===== src/rtl/rr_req_arbiter_pkg.sv =====
// Shared definitions for the request arbiter and the downstream encoder bench.
// Package arb_pkg: FSM states, default requester count, one-hot to index helper.
package arb_pkg;

  localparam int N_DEFAULT = 4;

  typedef enum logic {
    IDLE  = 1'b0,
    GRANT = 1'b1
  } arb_state_t;

  // Lowest set bit wins if more than one is hot; the arbiter never produces that.
  function automatic logic [3:0] onehot_to_idx(input logic [15:0] onehot);
    logic [3:0] idx;
    idx = '0;
    for (int i = 15; i >= 0; i--) begin
      if (onehot[i]) idx = 4'(i);
    end
    return idx;
  endfunction

endpackage


===== src/rtl/rr_req_arbiter_if.sv =====
// Handshake bundle between request sources, the arbiter and the grant consumer.
interface rr_req_arbiter_if
  import arb_pkg::*;
#(
  parameter int N    = N_DEFAULT,
  parameter int IDXW = $clog2(N)
) ();

  logic [N-1:0]    req_in;
  logic            grant_ready;
  logic            grant_valid;
  logic [N-1:0]    grant_onehot;
  logic [IDXW-1:0] grant_idx;
  logic [N-1:0]    pending;
  logic            merge_pulse;

  modport master (
    output req_in,
    output grant_ready,
    input  grant_valid,
    input  grant_onehot,
    input  grant_idx,
    input  pending,
    input  merge_pulse
  );

  modport slave (
    input  req_in,
    input  grant_ready,
    output grant_valid,
    output grant_onehot,
    output grant_idx,
    output pending,
    output merge_pulse
  );

endinterface


===== src/rtl/rr_req_arbiter_pick.sv =====
// Combinational winner selection over the pending vector.
// ARB_FIXED_PRIORITY_EN: no pointer input, lowest index always wins.
module rr_pick
  import arb_pkg::*;
#(
  parameter int N    = N_DEFAULT,
  parameter int IDXW = $clog2(N)
) (
`ifndef ARB_FIXED_PRIORITY_EN
  input  logic [IDXW-1:0] i_ptr,
`endif
  input  logic [N-1:0]    i_pending,
  output logic [N-1:0]    o_onehot,
  output logic [IDXW-1:0] o_idx,
  output logic            o_any_req
);

`ifndef ARB_FIXED_PRIORITY_EN
  logic [N-1:0]    w_rot;
  logic [IDXW-1:0] w_off;

  // Addition modulo N, so pointer-relative positions never leave 0..N-1.
  function automatic logic [IDXW-1:0] wrapAdd(input logic [IDXW-1:0] a,
                                              input logic [IDXW-1:0] b);
    logic [IDXW:0] sum;
    sum = {1'b0, a} + {1'b0, b};
    if (sum >= (IDXW+1)'(N)) sum = sum - (IDXW+1)'(N);
    return sum[IDXW-1:0];
  endfunction

  always_comb begin
    w_rot = '0;
    for (int k = 0; k < N; k++) begin
      w_rot[k] = i_pending[wrapAdd(i_ptr, IDXW'(k))];
    end
    w_off = '0;
    for (int k = N - 1; k >= 0; k--) begin
      if (w_rot[k]) w_off = IDXW'(k);
    end
    o_any_req = |i_pending;
    o_idx     = o_any_req ? wrapAdd(i_ptr, w_off) : '0;
    o_onehot  = '0;
    if (o_any_req) o_onehot[o_idx] = 1'b1;
  end
`else
  always_comb begin
    o_idx = '0;
    for (int k = N - 1; k >= 0; k--) begin
      if (i_pending[k]) o_idx = IDXW'(k);
    end
    o_any_req = |i_pending;
    o_onehot  = '0;
    if (o_any_req) o_onehot[o_idx] = 1'b1;
  end
`endif

endmodule


===== src/rtl/rr_req_arbiter.sv =====
// Sticky request capture plus round-robin one-hot grant under valid/ready.
// ARB_FIXED_PRIORITY_EN selects fixed lowest-index priority instead of round-robin.
module rr_req_arbiter
  import arb_pkg::*;
#(
  parameter int N    = N_DEFAULT,
  parameter int IDXW = $clog2(N)
) (
  input logic             clk,
  input logic             rst_n,
  rr_req_arbiter_if.slave bus
);

  arb_state_t      r_state;
  logic [N-1:0]    r_pending;
  logic [N-1:0]    r_onehot;
  logic [IDXW-1:0] r_idx;
  logic            r_valid;
  logic            r_merge;

  logic [N-1:0]    w_consumed;
  logic [N-1:0]    w_pickOnehot;
  logic [IDXW-1:0] w_pickIdx;
  logic            w_anyReq;

  assign w_consumed = (r_valid && bus.grant_ready) ? r_onehot : '0;

`ifndef ARB_FIXED_PRIORITY_EN
  logic [IDXW-1:0] r_ptr;
`endif

  rr_pick #(
    .N    (N),
    .IDXW (IDXW)
  ) u_pick (
`ifndef ARB_FIXED_PRIORITY_EN
    .i_ptr     (r_ptr),
`endif
    .i_pending (r_pending),
    .o_onehot  (w_pickOnehot),
    .o_idx     (w_pickIdx),
    .o_any_req (w_anyReq)
  );

  // A request landing on the bit being consumed this cycle re-arms it as a new event.
  always_ff @(posedge clk or negedge rst_n) begin
    if (!rst_n) begin
      r_state   <= IDLE;
      r_pending <= '0;
      r_onehot  <= '0;
      r_idx     <= '0;
      r_valid   <= 1'b0;
      r_merge   <= 1'b0;
`ifndef ARB_FIXED_PRIORITY_EN
      r_ptr     <= '0;
`endif
    end else begin
      r_pending <= (r_pending & ~w_consumed) | bus.req_in;
      r_merge   <= |(bus.req_in & r_pending & ~w_consumed);
      case (r_state)
        IDLE: begin
          if (w_anyReq) begin
            r_valid  <= 1'b1;
            r_onehot <= w_pickOnehot;
            r_idx    <= w_pickIdx;
            r_state  <= GRANT;
          end
        end
        GRANT: begin
          if (bus.grant_ready) begin
            r_valid  <= 1'b0;
            r_onehot <= '0;
            r_idx    <= '0;
            r_state  <= IDLE;
`ifndef ARB_FIXED_PRIORITY_EN
            r_ptr    <= (r_idx == IDXW'(N - 1)) ? '0 : r_idx + IDXW'(1);
`endif
          end
        end
        default: r_state <= IDLE;
      endcase
    end
  end

  assign bus.grant_valid  = r_valid;
  assign bus.grant_onehot = r_onehot;
  assign bus.grant_idx    = r_idx;
  assign bus.pending      = r_pending;
  assign bus.merge_pulse  = r_merge;

endmodule


===== src/flat_wrapper.sv =====
// flat-port wrapper written by rule: the top's interface ports become plain ports
module rr_req_arbiter_flat import arb_pkg::*;
#(
  parameter int N    = N_DEFAULT,
  parameter int IDXW = $clog2(N)
)
  (clk, rst_n, bus_req_in, bus_grant_ready, bus_grant_valid, bus_grant_onehot, bus_grant_idx, bus_pending, bus_merge_pulse);
  rr_req_arbiter_if #(.N(N), .IDXW(IDXW)) bus_i ();
  input logic clk;
  input logic rst_n;
  input wire logic [$bits(bus_i.req_in)-1:0] bus_req_in;
  input wire logic [$bits(bus_i.grant_ready)-1:0] bus_grant_ready;
  output wire logic [$bits(bus_i.grant_valid)-1:0] bus_grant_valid;
  output wire logic [$bits(bus_i.grant_onehot)-1:0] bus_grant_onehot;
  output wire logic [$bits(bus_i.grant_idx)-1:0] bus_grant_idx;
  output wire logic [$bits(bus_i.pending)-1:0] bus_pending;
  output wire logic [$bits(bus_i.merge_pulse)-1:0] bus_merge_pulse;
  assign bus_i.req_in = bus_req_in;
  assign bus_i.grant_ready = bus_grant_ready;
  assign bus_grant_valid = bus_i.grant_valid;
  assign bus_grant_onehot = bus_i.grant_onehot;
  assign bus_grant_idx = bus_i.grant_idx;
  assign bus_pending = bus_i.pending;
  assign bus_merge_pulse = bus_i.merge_pulse;
  rr_req_arbiter #(.N(N), .IDXW(IDXW)) u_core (.clk(clk), .rst_n(rst_n), .bus(bus_i));
endmodule

===== config.mk =====
export PLATFORM = sky130hd
export DESIGN_NAME = rr_req_arbiter_flat
export DESIGN_NICKNAME = d
export VERILOG_FILES = /design/src/rtl/rr_req_arbiter_pkg.sv /design/src/rtl/rr_req_arbiter_if.sv /design/src/rtl/rr_req_arbiter_pick.sv /design/src/rtl/rr_req_arbiter.sv /design/src/flat_wrapper.sv
export SDC_FILE = /design/constraint.sdc
export NUM_CORES = 1
export LEC_CHECK = 0
export BUFFER_PORTS_ARGS = -buffer_cell sky130_fd_sc_hd__buf_4
export CORE_ASPECT_RATIO = 1.4
export CORE_MARGIN = 2
export CORE_UTILIZATION = 45
export CTS_CLUSTER_SIZE = 24
export DETAILED_ROUTE_END_ITERATION = 10
export PLACE_DENSITY = 0.69
export SLEW_MARGIN = 20
export SYNTH_ARGS = -nofsm -noshare
export SYNTH_HDL_FRONTEND = slang
export SYNTH_SLANG_ARGS = --single-unit

===== constraint.sdc =====
create_clock -name clk -period 4.5 [get_ports clk]
set_clock_uncertainty 0.2 [all_clocks]
set_input_delay 0.9 -clock clk [delete_from_list [all_inputs] [get_ports clk]]
set_output_delay 0.9 -clock clk [all_outputs]
set_load 0.01 [all_outputs]

* Word level (Yosys, flattened, before mapping)
Cells that the tools add are included.
** Word-level totals
- Latch bits :: 0
- Word-level logic and storage cells :: 77
- Memory bits (read-only) :: 0
- Memories :: 0
- Flip-flop bits (word level) :: 15
- RAM bits :: 0
- Bits of input ports :: 7
- Output and inout bits :: 12
** Cells by class
- Div/mod/pow operators :: 0
- Reductions and logical operators :: 6
- Multiplexer cells :: 34
- Equality and inequality tests :: 3
- Bitwise gates (word level) :: 6
- Multiply operators :: 0
- Shift operators :: 0
- Order comparisons :: 11
- Add/subtract/negate cells :: 10
** Operators with widths (count)
- $mux 2 :: 13
- $lt 2x3->1 const B :: 5
- $and 4x4->4 :: 3
- $ge 3x3->1 const B :: 4
- $mux 4 :: 3
- $sub 2x1->2 const B :: 5
- $mux 1 :: 9
- $bmux 1 s2 :: 4
- $pmux 4 s2 :: 1
- $reduce_or 4->1 :: 2
- $add 2x2->3 const B :: 2
- $ne 2x2->1 const B :: 2
- $not 4->4 :: 1
- $or 4x4->4 :: 1
- $pmux 1 s2 :: 2
- $pmux 2 s2 :: 1
- $reduce_and 2->1 :: 2
- $add 2x1->3 const B :: 1
- $add 2x2->3 :: 1
- $ge 2x3->1 const B :: 1
- $add 2x1->2 const B :: 1
- $demux 1 s2 :: 1
- $eq 2x2->1 const B :: 1
- $ge 2x1->1 const B :: 1
- 2 further kinds :: 3

* Logic depth before layout (Yosys ltp)
Gate-level depths: netlist of run 1.
- Depth after elaboration :: 19
- Gate-level depth with buffers :: 10
- Depth with buffers taken out :: 9

* Cells and area by module
Synthesis of run 1 repeated with hierarchy kept, for this count alone.
** Second synthesis, totals
- Cells, all modules :: 95
- Area total of the unflattened synthesis :: 905.9 um^2
** Modules (own cells, without submodules)
- rr_req_arbiter :: cells an instance 58, sequential area each 375.4 um^2, area an instance 653.1 um^2, instances 1
- rr_pick :: cells an instance 37, sequential area each 0.0 um^2, area an instance 252.7 um^2, instances 1

* Least setup slack after synthesis of run 1
OpenSTA, ideal clock, no wires.
- Kind :: register to register
- Start :: register u_core.r_pending[0], in the netlist u_core.bus.pending[0]
- End :: register u_core.r_onehot[1], in the netlist u_core.bus.grant_onehot[1]
- Path slack :: 2.233 ns
- Cell stages (with the launch flop) :: 11
- Required time :: 4.231 ns
- Buffers on the path :: 1
- Library setup time :: 0.069 ns
- Period minus slack after synthesis :: 2.267 ns
- Arrival :: 1.998 ns
- Cell sequence :: dfrtp_1 > buf_6 > nor2_1 > a221oi_1 > a31oi_1 > a211o_1 > ha_1 > xnor2_1 > and3_1 > nand3_1 > nand3_1
** Between the ends
- Word-level cells in the longest chain between the ends :: 16
- Elaborated cells on any way between the ends :: 27
- Those cells by class :: add/sub: 2; order compare: 3; eq/ne: 1; mux: 18; reduce/logical: 3
** RTL lines
- start: declaration :: line rr_req_arbiter.sv:15 : logic [N-1:0] r_pending;
- start signal: assignment :: line rr_req_arbiter.sv:58 : r_pending <= (r_pending & ~w_consumed) | bus.req_in;
- $bmux 1 s2 :: line rr_req_arbiter_pick.sv:34 : w_rot[k] = i_pending[wrapAdd(i_ptr, IDXW'(k))];
- $mux 1 (not written as such) :: line rr_req_arbiter_pick.sv:34
- $mux 2 (4 in series) :: line rr_req_arbiter_pick.sv:38 : if (w_rot[k]) w_off = IDXW'(k);
- $add 2x2->3 :: line rr_req_arbiter_pick.sv:26 : sum = {1'b0, a} + {1'b0, b};
- $ge 3x3->1 / $sub 2x1->2 (equally long branches) :: line rr_req_arbiter_pick.sv:27 : if (sum >= (IDXW+1)'(N)) sum = sum - (IDXW+1)'(N);
- $mux 2 :: line rr_req_arbiter_pick.sv:27
- $mux 2 :: line rr_req_arbiter_pick.sv:41 : o_idx = o_any_req ? wrapAdd(i_ptr, w_off) : '0;
- $lt 2x3->1 (not written as such) / $ge 2x1->1 (equally long branches) :: line rr_req_arbiter_pick.sv:43 : if (o_any_req) o_onehot[o_idx] = 1'b1;
- $logic_and 1x1->1 (not written as such) :: line rr_req_arbiter_pick.sv:43
- $mux 1 (not written as such) :: line rr_req_arbiter_pick.sv:43
- $demux 1 s2 :: line rr_req_arbiter_pick.sv:43
- $mux 4 :: line rr_req_arbiter.sv:62 : if (w_anyReq) begin
- $pmux 4 s2 :: line rr_req_arbiter.sv:60 : case (r_state)
- end signal: assignment :: line rr_req_arbiter.sv:64 : r_onehot <= w_pickOnehot;
- end: declaration :: line rr_req_arbiter.sv:16 : logic [N-1:0] r_onehot;
Parallel ways exist; a longest one is shown, timed or not. The select of a mux whose other input is x is not followed.
A chain may end at the register's enable or synchronous reset.

* Worst setup path in the final report of run 1
Ends and elaborated chain as after synthesis.

==> results.md, run 1 <==
- DRC: 0
- Maximum vdd drop: around 0.00027 V
- Worst r2r path cells: 9
- Post-synthesis mux area share: 2.24%
- First-pass GRT wire length: about 3400 um
- RSZ-0062 raised after global routing: false
- Total GRT Usage: about 18%
- Ant diodes: 0
- Worst EP required: 4.53 ns
- IO Port Bufs: 18
- Fraction of layout instances using a drive strength above 1: 27.0%
- Die Area: 0.00250 mm2
- Reg power frac: 45.3%
- Comb power frac: 39.8%
- Largest net degree at the start of global routing: 16
- Switching power: 212 uW
- Internal power: 317 uW
- FF+latch count, synth: 15
- Synth Net Count: ~110
- Post-layout min period: around 2.5 ns
- Detailed placer's ending HPWL: 1430 um
- Post-Synth Simple-Gate Area: 29.2%
- Vias in the first global route: 770
- Leak: 0.462 nW
- Core area: ~0.002 mm2
- Via count: 819
- Compound-cell area share of the yosys netlist: 19.0%
- Chip Height: 58.3 um
- Final period utilization: a little under three fifths
- Synth Area in XOR/XNOR: 1.85%
- # hold bufs at CTS: 0
- Area leader, netlist: dfrtp_1
- CP startpoint: u_core.bus.pending[0]
- Post-CTS setup buffer count: 0
- Endpoint class of the critical path: flop
- Final setup TNS: 0 ns
- Worst hold path class: input port to asynchronous set/reset pin
- Starting Density: roughly half
- Post_cts resized: 0
- CTS tree: built
- Post-synth design cell area: roughly 950 um2
- WS Path Type: flop to flop
- Fin. max-slew vios: 0
- Clock Tree Root: clkbuf_4
- Gpl congestion: 0.818
- DRT Pass-1 Iters: 4
- Fmax: 399 MHz
- Design Power: around 530 uW
- Top post-synthesis cells by area: dfrtp_1 40%, nand3_1 12%, o32ai_4 2.9%
- Post-Synth Adder-Cell Area: 2.64%
- Clock sinks: 15
- Final core area utilization: 55.0%
- Reg-to-reg slack, setup: 1.99 ns
- Nets: 125
- Pwr dens: 488 mW/mm2
- Io pins: 19
- Worst skew pair latency: a little under 0.3 ns
- Reg2reg end: u_core.bus.grant_onehot[1]
- Die Span X: ~43 um
- Worst endpoint data arrival time: 2.54 ns
- Synthesis-to-layout area growth: 14.4%
- Share of the synthesized area in the top cell type: between 30% and 40%
- Drt via density: 6.02
- CP Launch Type: flop
- Post-synth EDFFs: 0
- Cell with the most instances after synthesis: nand3_1
- Setup WS pre-CTS: roughly 2.0 ns
- Reg-to-Reg Start: u_core.bus.pending[0]
- Fraction of power consumed by the clock network: ~15%
- Final ANT Viol Nets: 0
- Final WL: 1950 um
- Main combinational cell family by area after synthesis: simple AND/OR/NAND/NOR gates
- Clock buffer depth: 2
- Ys flop type: dfrtp_1
- Initial antenna violation count: 0
- Max-cap violation count: 0
- Asr flop ratio synth: 100%
- Top cells by count, synth: 23 x nand3_1, 15 x dfrtp_1, 7 x nand2_1, 7 x nor2_1
- Clock-pin slew on the worst setup and hold paths: 0.09 ns
- Post-synthesis sequential area ratio: about two fifths
- Slew margin rel.: about 68%
- Final setup margin: about 2 ns
- Syn avg cell area: around 9.5 um2
- Synth Instances: 100
- Count of cell types in the netlist: 37
- Congestion Overflow GR: 0
- Final setup violation count: 0
- Hold Violations, Final: 0
- Rows: 19
- Synth warn: 0
- Worst Tran Pin Value: 0.486 ns
- Total CTS buffers: 3
- WHS: 0.244 ns
- Status: finished, final reports clean
- H-tree levels: 1
- Avg WL per Cell: about 14 um
- CP max FO: 12
- First DRT Iteration DRCs: 19
- Net Sw Frac: 40.1%
==> sequential cells by signal, summed over array words and instances, names as in the netlist <==
signal                   count
u_core.bus.grant_idx         2
u_core.r_ptr                 2
u_core.bus.grant_onehot      4
u_core.bus.pending           4
u_core.r_state               1
u_core.bus.merge_pulse       1
u_core.bus.grant_valid       1
==> cell type report <==
cell class | instances | area [um2]
multi-input combinational | 78 | 520
fill | 171 | 888
clock inverter | 1 | 5.00
clock buffer | 3 | 22.5
sequential | 15 | 375
tap | 21 | 26.3
timing repair buffer | 18 | 135
==> power groups by stage <==
| stage | Clock, mW | Sequential [mW] | Combinational [mW] |
|---|---|---|---|
| after floorplan | 0 | 0.218 | 0.164 |
| after global placement | 0 | 0.240 | 0.209 |
| after detailed placement | 0 | 0.243 | 0.212 |
| after CTS | 0.0813 | 0.240 | 0.214 |
| after global routing | 0.0864 | 0.250 | 0.234 |
| final | 0.0788 | 0.240 | 0.211 |
==> metrics by stage <==
step | cell area, um2 | instances
6_report | 1080 | 136
5_1_grt | 1080 | 136
4_1_cts | 1080 | 136
3_5_place_dp | 1060 | 132
3_3_place_gp | 1060 | 132
2_1_floorplan | 948 | 100
==> worst max path at each step <==
| stage | end | slack, ns |
|---|---|---|
| global placement | u_core.bus.grant_onehot[3] | 2.13 |
| detailed placement | u_core.bus.grant_onehot[1] | 2.04 |
| global route | u_core.bus.grant_onehot[1] | 1.85 |
| CTS | u_core.bus.grant_onehot[1] | 1.99 |
| finish | u_core.bus.grant_onehot[1] | 1.99 |
| floorplan | u_core.bus.grant_onehot[1] | 2.23 |
==> placed cells by master, fill, tap and decap left out, types with 2 or more instances in the layout <==
cell / n
dfrtp_1: 15
nor2_1: 7
buf_4: 18
nor3_1: 3
o21ai_1: 2
nand3_1: 23
a21o_1: 3
clkbuf_4: 3
or2_1: 2
o21ai_0: 2
ha_1: 2
and3_1: 2
nand2_1: 7
nor2b_1: 3
==> worst max-delay path, cell delays in order (launching register included) <==
cell and delay [ns]:
dfrtp_1 0.62, nor2_1 0.07, a221oi_1 0.30, a31oi_1 0.07
a211o_1 0.29, ha_1 0.21, xnor2_1 0.26, and3_1 0.22
nand3_1 0.10, nand3_1 0.12
==> per-layer routing <==
metal,GRT usage [%],share of wire (%),up-vias
met1,21.2,42,384
li1,-,-,404
met5,0,0,-
met4,8.93,2.3,0
met2,30.1,50,26
met3,3.68,5.5,5
==> logic make-up after synthesis <==
kind of cell    count (synthesis)
xor+xnor                        2
compound gates                 19
fa+ha+maj                       2
simple gates                   53
flops                          15
buf+inv                         7
mux                             2
Note: power is estimated with default switching activity, not from simulation.
==> run 2, diff against run 1 <==
PLACE_DENSITY = 0.72   (was 0.69)
clock period = 2.2 ns   (was 4.5 ns; I/O delays follow)
==> results.md, run 2 (synthesis gave the netlist of run 1 again) <==
- Top delay family on crit path: simple AND/OR/NAND/NOR gates
- Worst r2r path cells: 9
- Endpoint class of the critical path: flop
- DRT Pass-1 Iters: 4
- Final WL: 2190 um
- Total GRT Usage: between 10% and 20%
- Worst setup path endpoint: u_core.bus.grant_onehot[3]
- WS Path Type: flop to flop
- Commonest non-fill, non-tap cells in the layout: 26 x buf_4, 23 x nand3_1, 14 x dfrtp_1
- Detailed placer's ending HPWL: approximately 1700 um
- Worst-path cell chain: nor2b_4 -> a221oi_2 -> a31oi_1 -> a211o_1 -> ha_4 -> xor2_2 -> and3_1 -> nand3_1 -> nand3_1
- Hold Violations, Final: 0
- Slew margin rel.: 68.1%
- Placed cell area: 0.00114 mm2
- Worst path slowest cell: dfrtp_1
- Via count: 827
- First-pass GRT wire length: between 3000 and 4000 um
- Worst EP required: around 2.2 ns
- Rows: 19
- Chip Height: 58.3 um
- Nets: 134
- Total CTS buffers: 3
- Most common cell after layout, fill and taps aside: buf_4
- Core area: just under 0.002 mm2
- Final ANT Viol Nets: 0
- Clock-pin slew on the worst setup and hold paths: 0.09 ns
- Ant diodes: 0
- Die Area: 0.00250 mm2
- Final setup TNS: 0 ns
- CP max stage delay: 0.43 ns
- Worst Tran Pin Value: 0.478 ns
- Fill cell total of the finished layout: 162
- WP depth: 9
- H-tree levels: 1
- Final instance area: 0.00123 mm2
- Pwr dens: 1030 mW/mm2
- Fmax: 457 MHz
- Reg2reg end: u_core.bus.grant_onehot[3]
- Io pins: 19
- CP startpoint: u_core.r_ptr[0]
- Bufs and invs on worst path: 0
- Clock buffer depth: 2
- DRC: 0
- Placed cells: 140
- Final period utilization: between 90% and 100%
- First DRT Iteration DRCs: 12
- Maximum vdd drop: around 0.0007 V
- Max-cap violation count: 0
- Synthesis-to-layout area growth: 29.3%
- Drt via density: about 5.7
- Clock sinks: 15
- CP max FO: 4
- Critical Path Most Common Cell: nand3_1
- CP Launch Type: flop
- Reg-to-Reg Start: u_core.r_ptr[0]
- Gpl congestion: 0.754
- Vias in the first global route: ~850
- Initial antenna violation count: 0
- Layout Cells excl Fill: ~150
- RSZ-0062 raised after global routing: true
- Largest net degree at the start of global routing: 16
- Clock Tree Root: clkbuf_4
- Congestion Overflow GR: 0
- Fin. max-slew vios: 0
- Final setup violation count: 0
- Leak: 0.514 nW
- Worst skew pair latency: 0.28 ns
- Die Span X: 42.8 um
- Post-CTS setup buffer count: 0
- CTS tree: built
- IO Port Bufs: 18
- Fraction of layout instances using a drive strength above 1: 39.5%
- Worst hold path class: input port to flop
- Status: finished, final reports clean
- Reg-to-reg slack, setup: 0.01 ns
- Post-layout min period: approximately 2.2 ns
- Worst endpoint data arrival time: 2.22 ns
- Hold path startpoint: bus_req_in[1]
- Starting Density: 48.1%
- Avg WL per Cell: 15.1 um
## run 2: cell types whose count changed in the layout (fill, tap and decap cells not counted), sizes merged
cell | before | now
dlygate4sd3 | 0 | 1
buf | 18 | 26
## run 2: cell type report
type                    instances  area [um2]  area share [%]
repair buffers                 27         205            16.7
clock buffers                   3        22.5            1.84
flip-flops and latches         15         377            30.7
multi-input cells              78         591            48.2
clock inverters                 1        5.00           0.408
well taps                      21        26.3            2.14
## run 2: power by group
group	switching, mW	internal, mW	leakage [nW]	total (mW)
registers	0.0809	0.358	0.170	0.439
logic	0.331	0.338	0.325	0.669
clock network	0.0927	0.0676	0.0177	0.160
## run 2: through the flow
step	hold slack (ns)	utilization, %	setup slack [ns]	power, mW
2_1_floorplan	-0.0556	-	0.0102	0.827
3_3_place_gp	0.103	57.6	0.0543	1.01
3_5_place_dp	0.108	57.6	-0.0186	1.03
4_1_cts	0.132	59.9	-0.0123	1.20
5_1_grt	0.126	62.1	-0.142	1.36
6_report	0.138	62.1	0.00964	1.27
## run 2: layer usage
metal / track usage (%) / part of all wire (%) / vias to the layer above
li1: - / - / 417
met1: 25.0 / 44 / 398
met2: 33.1 / 53 / 8
met3: 2.76 / 1.6 / 4
met4: 6.70 / 1.2 / 0
met5: 0 / 0 / -
## run 2: worst min path at each step
stage                         endpoint  slack (ns)  cells past startpoint
4_1_cts          u_core.bus.pending[2]        0.13                      2
3_5_place_dp           u_core.r_ptr[0]        0.11                      1
2_1_floorplan  u_core.bus.grant_idx[0]       -0.06                      0
3_3_place_gp           u_core.r_ptr[1]        0.10                      1
5_1_grt          u_core.bus.pending[1]        0.13                      2
6_report         u_core.bus.pending[1]        0.14                      2
## run 2: repair_timing
action,CTS,global route
hold buffers,1,0
pin swaps,0,3
resized for setup,1,10
setup endpoints to repair,2,5
endpoints found under the hold margin,15,0
==> run 3, diff against run 2 <==
CORE_UTILIZATION = 32   (was 45)
PLACE_DENSITY = 0.55   (was 0.72)
==> results.md, run 3 (synthesis gave the netlist of run 1 again) <==
- Status: complete, but fails checks
- Failing checks: negative setup slack
- DRT Pass-1 Iters: 4
- Final setup margin: -0.00243 ns
- CP Launch Type: flop
- Core area: 0.00285 mm2
- Maximum vdd drop: 0.000516 V
- CP max stage delay: between 0.4 and 0.5 ns
- Chip Height: between 60 and 70 um
- Worst path slowest cell: dfrtp_1
- Reg-to-reg slack, setup: -0.002 ns
- Final instance area: around 0.0013 mm2
- Final period utilization: 100%
- Clock Tree Root: clkbuf_8
- Detailed placer's ending HPWL: roughly 1800 um
- Worst-path cell chain: nor2b_4 -> a221oi_2 -> a31oi_1 -> a211o_1 -> ha_4 -> xnor2_4 -> and3_4 -> o21ai_1 -> nand3_1
- Clock-pin slew on the worst setup and hold paths: 0.07 ns
- Synthesis-to-layout area growth: 38.9%
- IO Port Bufs: 18
- Final WL: 2500 um
- CP max FO: 5
- Fill cell total of the finished layout: 275
- Die Area: 0.00342 mm2
- Clock sinks: 15
- Final ANT Viol Nets: 0
- Endpoint class of the critical path: flop
- Worst hold path class: input port to flop
- H-tree levels: 1
- Final setup violation count: 1
- Congestion Overflow GR: 0
- Worst r2r path cells: 9
- DRC: 0
- Fraction of layout instances using a drive strength above 1: roughly 43%
- Clock buffer depth: 2
- Most common cell after layout, fill and taps aside: buf_4
- Hold Path End: u_core.bus.pending[1]
- Ant diodes: 0
- Hold depth: 2
- Nets: 138
- Fmax: about 450 MHz
- Hold Violations, Final: 0
- Fin. max-slew vios: 0
- Final setup TNS: -0.00243 ns
- Gpl congestion: 0.786
- Io pins: 19
- Post-layout min period: 2.20 ns
- Total CTS buffers: 3
- Die Span X: 50.0 um
- CTS tree: built
- Placed cell area: approximately 0.0012 mm2
- Largest net degree at the start of global routing: 16
- First-pass GRT wire length: approximately 4000 um
- Rows: 23
- Pwr dens: around 1100 mW/mm2
- First DRT Iteration DRCs: 31
- Avg WL per Cell: approximately 15 um
- Leak: 0.542 nW
- RSZ-0062 raised after global routing: true
- Hold path startpoint: bus_req_in[1]
- Worst EP required: around 2.1 ns
- Worst endpoint data arrival time: 2.13 ns
- Worst Tran Pin Value: 0.527 ns
- Worst skew pair latency: 0.25 ns
- Reg2reg end: u_core.bus.grant_onehot[3]
- Initial antenna violation count: 0
- Reg-to-Reg Start: u_core.r_ptr[0]
- WHS: 0.174 ns
- Max-cap violation count: 0
- Design Power: 1.42 mW
- Drt via density: 5.32
- Slew margin rel.: 64.9%
- Vias in the first global route: 882
- Commonest non-fill, non-tap cells in the layout: 30 x buf_4, 22 x nand3_1, 14 x dfrtp_1
- WS Path Type: flop to flop
- Final core area utilization: between 40% and 50%
- Via count: 877
- Total GRT Usage: 15.7%
- Starting Density: 33.3%
[run 3: cell count changes in the layout (fill, tap and decap cells not counted), moves of 2 or more]
cell	change
clkbuf_8	+3
buf_4	+4
o21ai_1	-2
clkbuf_4	-3
[run 3: final cells by class]
| cell class | instances | area [um2] | share of cell area (%) |
|---|---|---|---|
| clock inverter | 1 | 5.00 | 0.380 |
| timing repair buffer | 31 | 235 | 17.9 |
| multi-input combinational | 78 | 613 | 46.5 |
| tap | 37 | 46.3 | 3.51 |
| sequential | 15 | 377 | 28.6 |
| clock buffer | 3 | 41.3 | 3.13 |
[run 3: worst max-delay path: cells and delay by family (launching register included)]
family / cells / cell delay, ns
DFF: 1 / 0.42
and+or+nand+nor: 3 / 0.44
xor gates and xnor gates: 1 / 0.14
adders and majority gates: 1 / 0.21
AOI/OAI and AO/OA: 4 / 0.68
[run 3: timing repair]
action / 4_1_cts / 5_1_grt
endpoints found under the setup margin: 1 / 5
hold endpoints to repair: 15 / 0
gates resized for setup: 1 / 12
hold buffers: 1 / 0
pin swaps: 0 / 6
setup buffers: 1 / 1
[run 3: stage by stage]
step,std cells,setup slack [ns]
global route,165,-0.105
floorplan,100,0.0102
finish,165,-0.00243
detailed placement,158,-0.0223
CTS,164,0.000629
global placement,158,0.0236
[run 3: where the power goes]
group | total (mW) | leakage, nW | switching [mW] | internal [mW]
combinational | 0.749 | 0.346 | 0.358 | 0.391
clock | 0.231 | 0.0255 | 0.105 | 0.126
sequential | 0.439 | 0.170 | 0.0798 | 0.359
[run 3: worst max-delay path by stage]
stage,from,endpoint,slack (ns),depth (start not counted)
4_1_cts,u_core.r_ptr[0],u_core.bus.grant_onehot[3],0.0006,9
3_5_place_dp,u_core.r_ptr[0],u_core.bus.grant_onehot[3],-0.02,9
5_1_grt,u_core.r_ptr[0],u_core.bus.grant_onehot[1],-0.11,9
2_1_floorplan,u_core.r_ptr[0],u_core.bus.grant_onehot[1],0.01,10
3_3_place_gp,u_core.r_ptr[0],u_core.bus.grant_onehot[3],0.02,9
6_report,u_core.r_ptr[0],u_core.bus.grant_onehot[3],-0.002,9
[run 3: layer usage]
metal | global-route usage [%] | wire length, um
met5 | 0 | 0
met4 | 7.99 | 18
met3 | 2.62 | 56
met2 | 28.5 | 1460
met1 | 17.6 | 961
